### config.mk
export PLATFORM = sky130hd
export DESIGN_NAME = wb_as_master
export DESIGN_NICKNAME = d
export VERILOG_FILES = /design/src/rtl/wb_as_master_pkg.sv /design/src/rtl/wb_as_master.sv
export SDC_FILE = /design/constraint.sdc
export NUM_CORES = 1
export LEC_CHECK = 0
export ABC_AREA = 1
export CAP_MARGIN = 10
export CORE_MARGIN = 3
export CORE_UTILIZATION = 56
export DETAILED_ROUTE_END_ITERATION = 10
export PLACE_DENSITY = 0.92
export REMOVE_ABC_BUFFERS = 1
export SLEW_MARGIN = 20
export SYNTH_ARGS = -nofsm -noshare
export SYNTH_HDL_FRONTEND = slang
export SYNTH_SLANG_ARGS = --single-unit
export TNS_END_PERCENT = 30
### constraint.sdc
create_clock -name clk -period 5.95 [get_ports clk]
set_input_delay 1.785 -clock clk [delete_from_list [all_inputs] [get_ports clk]]
set_output_delay 1.785 -clock clk [all_outputs]
set_load 0.1 [all_outputs]
### src/rtl/wb_as_master_pkg.sv
// wb_as_master_pkg: command/response codes and FSM encoding shared by the AS master, responder and benches
package wb_as_master_pkg;
  localparam logic [7:0] CMD_READ  = 8'h01;
  localparam logic [7:0] CMD_WRITE = 8'h02;
  localparam logic [7:0] RESP_ACK  = 8'h01;
  typedef enum logic [3:0] {
    IDLE, TX_CMD, TX_ADRL, TX_ADRH, TX_DATL, TX_DATH, RX_ACK, RX_DATL, RX_DATH, DONE
  } state_t;
endpackage

### src/rtl/wb_as_master.sv
// wb_as_master: Wishbone slave that serialises each access into AS command bytes and collects the response
module wb_as_master
  import wb_as_master_pkg::*;
#(
  parameter int TIMEOUT = 1024
) (
  input  logic        clk,
  input  logic        reset,
  input  logic        wb_cyc_i,
  input  logic        wb_stb_i,
  input  logic        wb_we_i,
  input  logic [15:0] wb_adr_i,
  input  logic [15:0] wb_dat_i,
  output logic [15:0] wb_dat_o,
  output logic        wb_ack_o,
  output logic        wb_err_o,
  output logic [7:0]  as_data_o,
  output logic        as_dstrb_o,
  input  logic        as_busy_i,
  input  logic [7:0]  as_data_i,
  input  logic        as_dstrb_i,
  output logic        as_busy_o
);
  state_t      state, state_nx;
  logic        we, live;
  logic [15:0] adr, dat, cnt;
  logic [7:0]  lo;
  logic        tx_st, rx_st, tx_xfer, rx_xfer, timeout, req, bad;
  assign tx_st   = state inside {TX_CMD, TX_ADRL, TX_ADRH, TX_DATL, TX_DATH};
  assign rx_st   = state inside {RX_ACK, RX_DATL, RX_DATH};
  assign tx_xfer = as_dstrb_o & ~as_busy_i;
  assign rx_xfer = as_dstrb_i & ~as_busy_o;
  assign timeout = rx_st & ~rx_xfer & (cnt == 16'(TIMEOUT - 1));
  assign req     = wb_cyc_i & wb_stb_i & ~wb_ack_o & ~wb_err_o;
  assign bad     = (state == RX_ACK) & rx_xfer & (as_data_i != RESP_ACK);
  always_ff @(posedge clk or posedge reset)
    if (reset) state <= IDLE;
    else       state <= state_nx;
  always_comb begin
    state_nx = state;
    case (state)
      IDLE:    state_nx = req ? TX_CMD : IDLE;
      TX_CMD:  state_nx = tx_xfer ? TX_ADRL : TX_CMD;
      TX_ADRL: state_nx = tx_xfer ? TX_ADRH : TX_ADRL;
      TX_ADRH: state_nx = tx_xfer ? (we ? TX_DATL : RX_ACK) : TX_ADRH;
      TX_DATL: state_nx = tx_xfer ? TX_DATH : TX_DATL;
      TX_DATH: state_nx = tx_xfer ? RX_ACK : TX_DATH;
      RX_ACK:  state_nx = rx_xfer ? (bad ? IDLE : we ? DONE : RX_DATL) : timeout ? IDLE : RX_ACK;
      RX_DATL: state_nx = rx_xfer ? RX_DATH : timeout ? IDLE : RX_DATL;
      RX_DATH: state_nx = rx_xfer ? DONE : timeout ? IDLE : RX_DATH;
      DONE:    state_nx = IDLE;
      default: state_nx = IDLE;
    endcase
  end
  always_comb begin
    as_dstrb_o = tx_st;
    as_busy_o  = ~rx_st;
    wb_ack_o   = (state == DONE) & live;
    as_data_o  = state == TX_CMD  ? (we ? CMD_WRITE : CMD_READ) :
                 state == TX_ADRL ? adr[7:0]  :
                 state == TX_ADRH ? adr[15:8] :
                 state == TX_DATL ? dat[7:0]  :
                 state == TX_DATH ? dat[15:8] : 8'h00;
  end
  // live tracks whether the Wishbone master is still waiting; once cyc drops the pulse is swallowed
  always_ff @(posedge clk or posedge reset)
    if (reset) begin
      we       <= 1'b0;
      adr      <= '0;
      dat      <= '0;
      lo       <= '0;
      wb_dat_o <= '0;
      cnt      <= '0;
      wb_err_o <= 1'b0;
      live     <= 1'b0;
    end else begin
      if (state == IDLE && req) begin
        we   <= wb_we_i;
        adr  <= wb_adr_i;
        dat  <= wb_dat_i;
        live <= 1'b1;
      end else live <= live & wb_cyc_i;
      if (state == RX_DATL && rx_xfer) lo <= as_data_i;
      if (state == RX_DATH && rx_xfer) wb_dat_o <= {as_data_i, lo};
      cnt      <= (rx_st && !rx_xfer) ? cnt + 16'd1 : '0;
      wb_err_o <= (bad | timeout) & live & wb_cyc_i;
    end
endmodule

==> impl_metrics.json <==
{
  "startpoint_type": "flop",
  "path_max_fanout": 8,
  "htreeDepth": 3,
  "tns_ns": 0,
  "fin_crit_sh": 0.781,
  "fin_util": 0.741,
  "cts_root_buffer": "clkbuf_8",
  "antenna_found_initial": 0,
  "max_cap_viol_count": 0,
  "worst_slew_pin_slew_ns": 0.985,
  "syn2layout_area_growth_pct": 25.8,
  "crit_path_end_kind": "output port",
  "setup_violations": 0,
  "hold_class": "reg2reg",
  "power_density_mw_per_mm2": 561,
  "status": "complete, no violations",
  "post-dp-hpwl_um": 6390,
  "crit_required_ns": 4.16,
  "syn_area_sq_mm": 0.00380,
  "diodes": 0,
  "clock-skew-final_ns": 0.00945,
  "ir_worst_vdd_mv": 0.436,
  "gr-usage-all-layers": 0.246,
  "die_w_um": 88.4,
  "rsz0062_at_grt": "no",
  "p_leak_nw": 2.35,
  "drt.antenna.violating_nets": 0,
  "postSynthAreaPerCell_sq_um": 8.16,
  "layout_min_cycle_time_ns": 4.65,
  "fmax_mhz": 215,
  "nFillCells": 443,
  "die_y_um": 88.4,
  "cp.arrival_ns": 2.86,
  "synth_top_area_cell": "dfrtp_1",
  "clk_latency_ns": 0.35,
  "fin_nets": 589,
  "cts_hold_buf": 0,
  "dr.pass1.iters": 5,
  "routabilityCongestion": 0.916,
  "vias": 3371,
  "synth-warning-count": 0,
  "finalPower_w": 0.00268,
  "synth.area.top_cells": "dfrtp_1, nand2_1, inv_1, nor2_1, o21ai_0",
  "start_util": 0.589,
  "critPathKind": "reg2out",
  "min_path_cells": 1,
  "setup_ws_ns": 1.30,
  "avgRoutedWirePerCell_um": 14.2,
  "grt_max_degree": 45,
  "drt_iter0_drc": 306,
  "clk_pin_slew_worst_paths_ns": 0.08,
  "relSlewSlack": 0.341,
  "dieArea_sq_mm": 0.00782,
  "syn_inst": 466,
  "wirelength_um": 8830,
  "clkSinkCount": 79,
  "hold_viol_final": 0,
  "yosysUniqueCellTypes": 31,
  "ys_seq_elements": 79,
  "drive_gt1_frac": 0.0916,
  "ctsLongestPathBuffers": 2,
  "ys_seq_area_frac": 0.520,
  "remaining_drc_errors": 0,
  "pin_count": 75,
  "pre_cts_ws_ns": 1.72,
  "synth_top_area_frac": 0.520,
  "cts_setup_buffers": 0,
  "grt_pass1_vias": 3300,
  "grt_pass1_wl_um": 15000,
  "reg2reg_slack_ns": 4.00,
  "cts_made_buffers": 9,
  "drv_slew": 0,
  "io_buffers": 74,
  "rows": 29,
  "tritoncts": "done",
  "cts_resized": 0,
  "routed_via_density": 5.41,
  "grt_overflow": 0,
  "reg2reg_depth": 6,
  "design.core.area_sq_mm": 0.00646
}
[worst max-delay path, cell delays in order (launching register included)]
cell and delay [ns]:
dfrtp_1 0.45, nor2_2 0.25, inv_1 0.12, nor2_4 0.19, o21ai_0 0.15, a21oi_1 0.18, clkdlybuf4s50_1 1.15
[final cells by class]
cell class / instances / area, sq um / share of cell area
well taps: 77 / 96.3 / 0.0201
multi-input cells: 319 / 1530 / 0.319
clock buffers: 10 / 128 / 0.0267
repair buffers: 76 / 756 / 0.158
clock inverters: 6 / 92.6 / 0.0193
flip-flops and latches: 79 / 1980 / 0.413
inverters: 56 / 210 / 0.0439
[flip-flops by register name, summed over array words and instances (netlist names)]
| name | cells |
|---|---|
| adr | 16 |
| cnt | 16 |
| dat | 16 |
| wb_dat_o | 16 |
| lo | 8 |
| state | 4 |
| live | 1 |
| wb_err_o | 1 |
| we | 1 |
[cells in the mapped netlist, drive strengths merged]
library cell	n
nor3	6
nor3b	1
nand3b	1
dfrtp	79
a21oi	16
inv	56
nand2	168
o22ai	2
buf	9
xor2	4
nand3	19
o21ai	35
nand4	2
a31oi	1
o221ai	6
ha	1
clkbuf	3
mux2	8
nor4	1
nor2	48
[layer usage]
metal  track usage  up-vias  routed length (um)
met1         0.341     1604                3830
met5             0        -                   0
met3        0.0428       17                 497
met4        0.0893        0                 146
met2         0.392      134                4350
li1              -     1616                   -
[power by group]
group | switching [W] | internal (W) | leakage [nW] | total (W)
Combinational | 0.00105 | 0.000349 | 1.21 | 0.00140
Sequential | 0.000122 | 0.000719 | 1.03 | 0.000841
Clock | 0.000202 | 0.000239 | 0.104 | 0.000442
Total | 0.00138 | 0.00131 | 2.35 | 0.00268
[logic make-up (layout without fill, tap and decap cells)]
kind of cell,after synthesis,count (layout),synth area share
XOR/XNOR,4,4,0.00921
AND/OR/NAND/NOR,246,246,0.265
buffers and inverters,68,148,0.0789
AO/OA/AOI/OAI,60,60,0.0967
multiplexers,8,8,0.0266
flip-flops,79,79,0.520
adder cells (fa/ha/maj),1,1,0.00329
[cell usage in the layout (no fill, tap or decap), types with 2 or more instances in the layout]
cell	instances
o21ai_0	26
inv_2	6
bufinv_16	2
clkdlybuf4s50_1	74
mux2_4	3
nor2_1	40
nand3_1	19
inv_6	2
nor3_1	6
o221ai_1	6
a21oi_1	15
nor2_2	6
dfrtp_1	79
xor2_1	4
clkbuf_8	9
buf_4	2
nand2_1	166
nand4_1	2
clkinvlp_4	2
o21ai_2	8
inv_1	50
o22ai_1	2
mux2_2	5
nor2_4	2
[worst paths after layout]
check / endpoint / from
min in group asynchronous: cnt[4] / reset
max in group asynchronous: lo[0] / reset
worst max register to register: dat[12] / state[2]
worst min-delay path: cnt[0] / cnt[0]
worst max-delay path: as_data_o[4] / state[2]
worst min register to register: cnt[0] / cnt[0]
[stage by stage]
step | instance area (sq um) | hold WS, ns | cells
2_1_floorplan | 3710 | 0.433 | 454
3_3_place_gp | 4570 | 0.445 | 607
3_5_place_dp | 4570 | 0.460 | 607
4_1_cts | 4790 | 0.472 | 623
5_1_grt | 4790 | 0.495 | 623
6_report | 4790 | 0.468 | 623
(Power assumes the default switching activity.)
==> patch, RTL diff (same settings) <==
Reset style: synchronous (`reset`), changed in 2 clocked blocks.
--- a/src/rtl/wb_as_master.sv
+++ b/src/rtl/wb_as_master.sv
@@ -35,3 +35,3 @@
   assign bad     = (state == RX_ACK) & rx_xfer & (as_data_i != RESP_ACK);
-  always_ff @(posedge clk or posedge reset)
+  always_ff @(posedge clk)
     if (reset) state <= IDLE;
@@ -65,3 +65,3 @@
   // live tracks whether the Wishbone master is still waiting; once cyc drops the pulse is swallowed
-  always_ff @(posedge clk or posedge reset)
+  always_ff @(posedge clk)
     if (reset) begin
Check against the original RTL: differs if reset is asserted again (counterexample within 4 cycles, from zero or initial values and one cycle with reset high); with reset held inactive, the same outputs for 10 cycles.
==> patch against the unedited design <==
  * Largest cell class is now multi-input combinational cells
  * Final area decreased by 5.7%
  * Setup slack worse by 0.24 ns
  * Routed wire length about the same
  * Sequential cell count unchanged
  * Area after synthesis shrank 8.5%
  * Maximum frequency decreased by 5.0%
  * Global-route usage is 0.41 points higher
  * Critical endpoint is now as_data_o[5]
Power is not compared: it rests on default switching activity, and its combinational part moved more than twofold at a synthesized area within 25%.
==> patch: results (changes against the unedited design) <==
- Number of global-route vias before repair: 3355 (+1.7%)
- Placed cell area: 4230 um2 (-7.3%)
- Final hold slack: 0.464 ns (-0.00384 ns)
- Mux share of post-synthesis cell area: 0 (-0.0266)
- Gate Count Post-Synth: 491 (+5.4%)
- Routed wl met3: 540 um (+8.7%)
- Hold path cells: 2 (+1)
- Vias after detailed routing: 3495 (+3.7%)
- CTS buffer count: 9 (unchanged)
- CP Data Arrival Time: 3.11 ns (+0.25 ns)
- CP top delay family: buffers and inverters
- Clock transition at the registers of the reported paths: 0.08 ns (about the same)
- Met3 global-route usage: 0.0515 (+0.00863)
- GPL Wtd Cong: 0.849 (-7.4%)
- Share of the yosys chip area belonging to registers: 0.454 (-0.0656)
- Final Cell Area: 4510 um2 (-5.7%)
- First-pass GRT wire length: 14600 um (-2.3%)
- Synth cell types: 27 (-13%)
- Final Skew: 0.00473 ns (-0.00472 ns)
- Metal2 WL: 4400 um (+1.1%)
- Final net count: 606 (+2.9%)
- Worst-case reg-to-reg path depth: 9 (+3)
- DR vias/cell: 5.48 (+1.2%)
- Initial antenna violation count: 0 (unchanged)
- Slowest Stage Delay on Critical Path: 1.17 ns (+0.02 ns)
- Ratio of cells with drive above 1 in the final layout: 0.0657 (-0.0259)
- Largest net degree at the start of global routing: 39 (-13%)
- H-tree levels: 3 (unchanged)
- Met2 usage: 0.419 (+0.0270)
- Tcrit/Tclk final: 0.822 (+0.0410)
- Commonest cells in the netlist: nor2_1 (106), nand2_1 (84), dfxtp_1 (79), nand3_1 (46), a21oi_1 (39)
- Placed Cells: 622 (+2.5%)
- Area contributors post-synth: dfxtp_1 (45%), nor2_1 (11%), nand2_1 (9.1%), nand3_1 (6.6%), a21oi_1 (5.6%)
- Final wirelength: 8820 um (about the same)
- Tot GR Track Use: 0.250 (+0.00406)
- Met1 Use GR: 0.299 (-0.0426)
- Iter 0 DRT Violations: 201 (-34%)
- Routed length on met1: 3640 um (-5.0%)
- Setup slack on the worst flop-to-flop path: 4.09 ns (+0.09 ns)
- Post-synth ARST share: 0 (-1.00)
- Crit-path max FO: 8 (unchanged)
- Status: finished clean
- Fill cell count: 437 (-1.4%)
- HPWL after DPL: 6020 um (-5.8%)
- Drt first pass iters: 4 (-1)
- Synth Area in Compound Gates: 0.134 (+0.0373)
- Adder-cell share of the synthesized area: 0.00359 (+0.000304)
- Main synth FF type: dfxtp_1
- Tightest Pin Transition: 1.02 ns (+0.0366 ns)
- XOR/XNOR share of the synthesized area: 0.0151 (+0.00588)
==> patch: changes by cell type after synthesis, moves of 8 or more <==
cell / change
dfrtp_1: -79
o21ai_0: +10
o21ai_2: -8
a21oi_1: +24
nor2_1: +66
nand3_1: +27
nand2_1: -82
dfxtp_1: +79
clkbuf_1: +8
inv_1: -24
nand4_1: +9
==> patch: worst paths after layout <==
kind             endpoint         from
min reg2reg   wb_dat_o[0]  wb_dat_o[0]
min           wb_dat_o[0]  wb_dat_o[0]
max          as_data_o[5]     state[2]
max reg2reg      state[0]     state[1]
==> patch: area by class of cell <==
type                       instances  share of cell area
clock inverter                     5              0.0283
multi-input combinational        358               0.370
sequential                        79               0.350
tap                               75              0.0208
inverter                          33              0.0277
timing repair buffer              77               0.169
clock buffer                      11              0.0335
==> patch: power breakdown <==
part | internal [mW] | leakage (nW) | switching [mW]
clock | 0.344 | 0.136 | 0.197
sequential | 0.550 | 0.642 | 0.0149
combinational | 0.0570 | 0.886 | 0.0964
total | 0.951 | 1.66 | 0.308
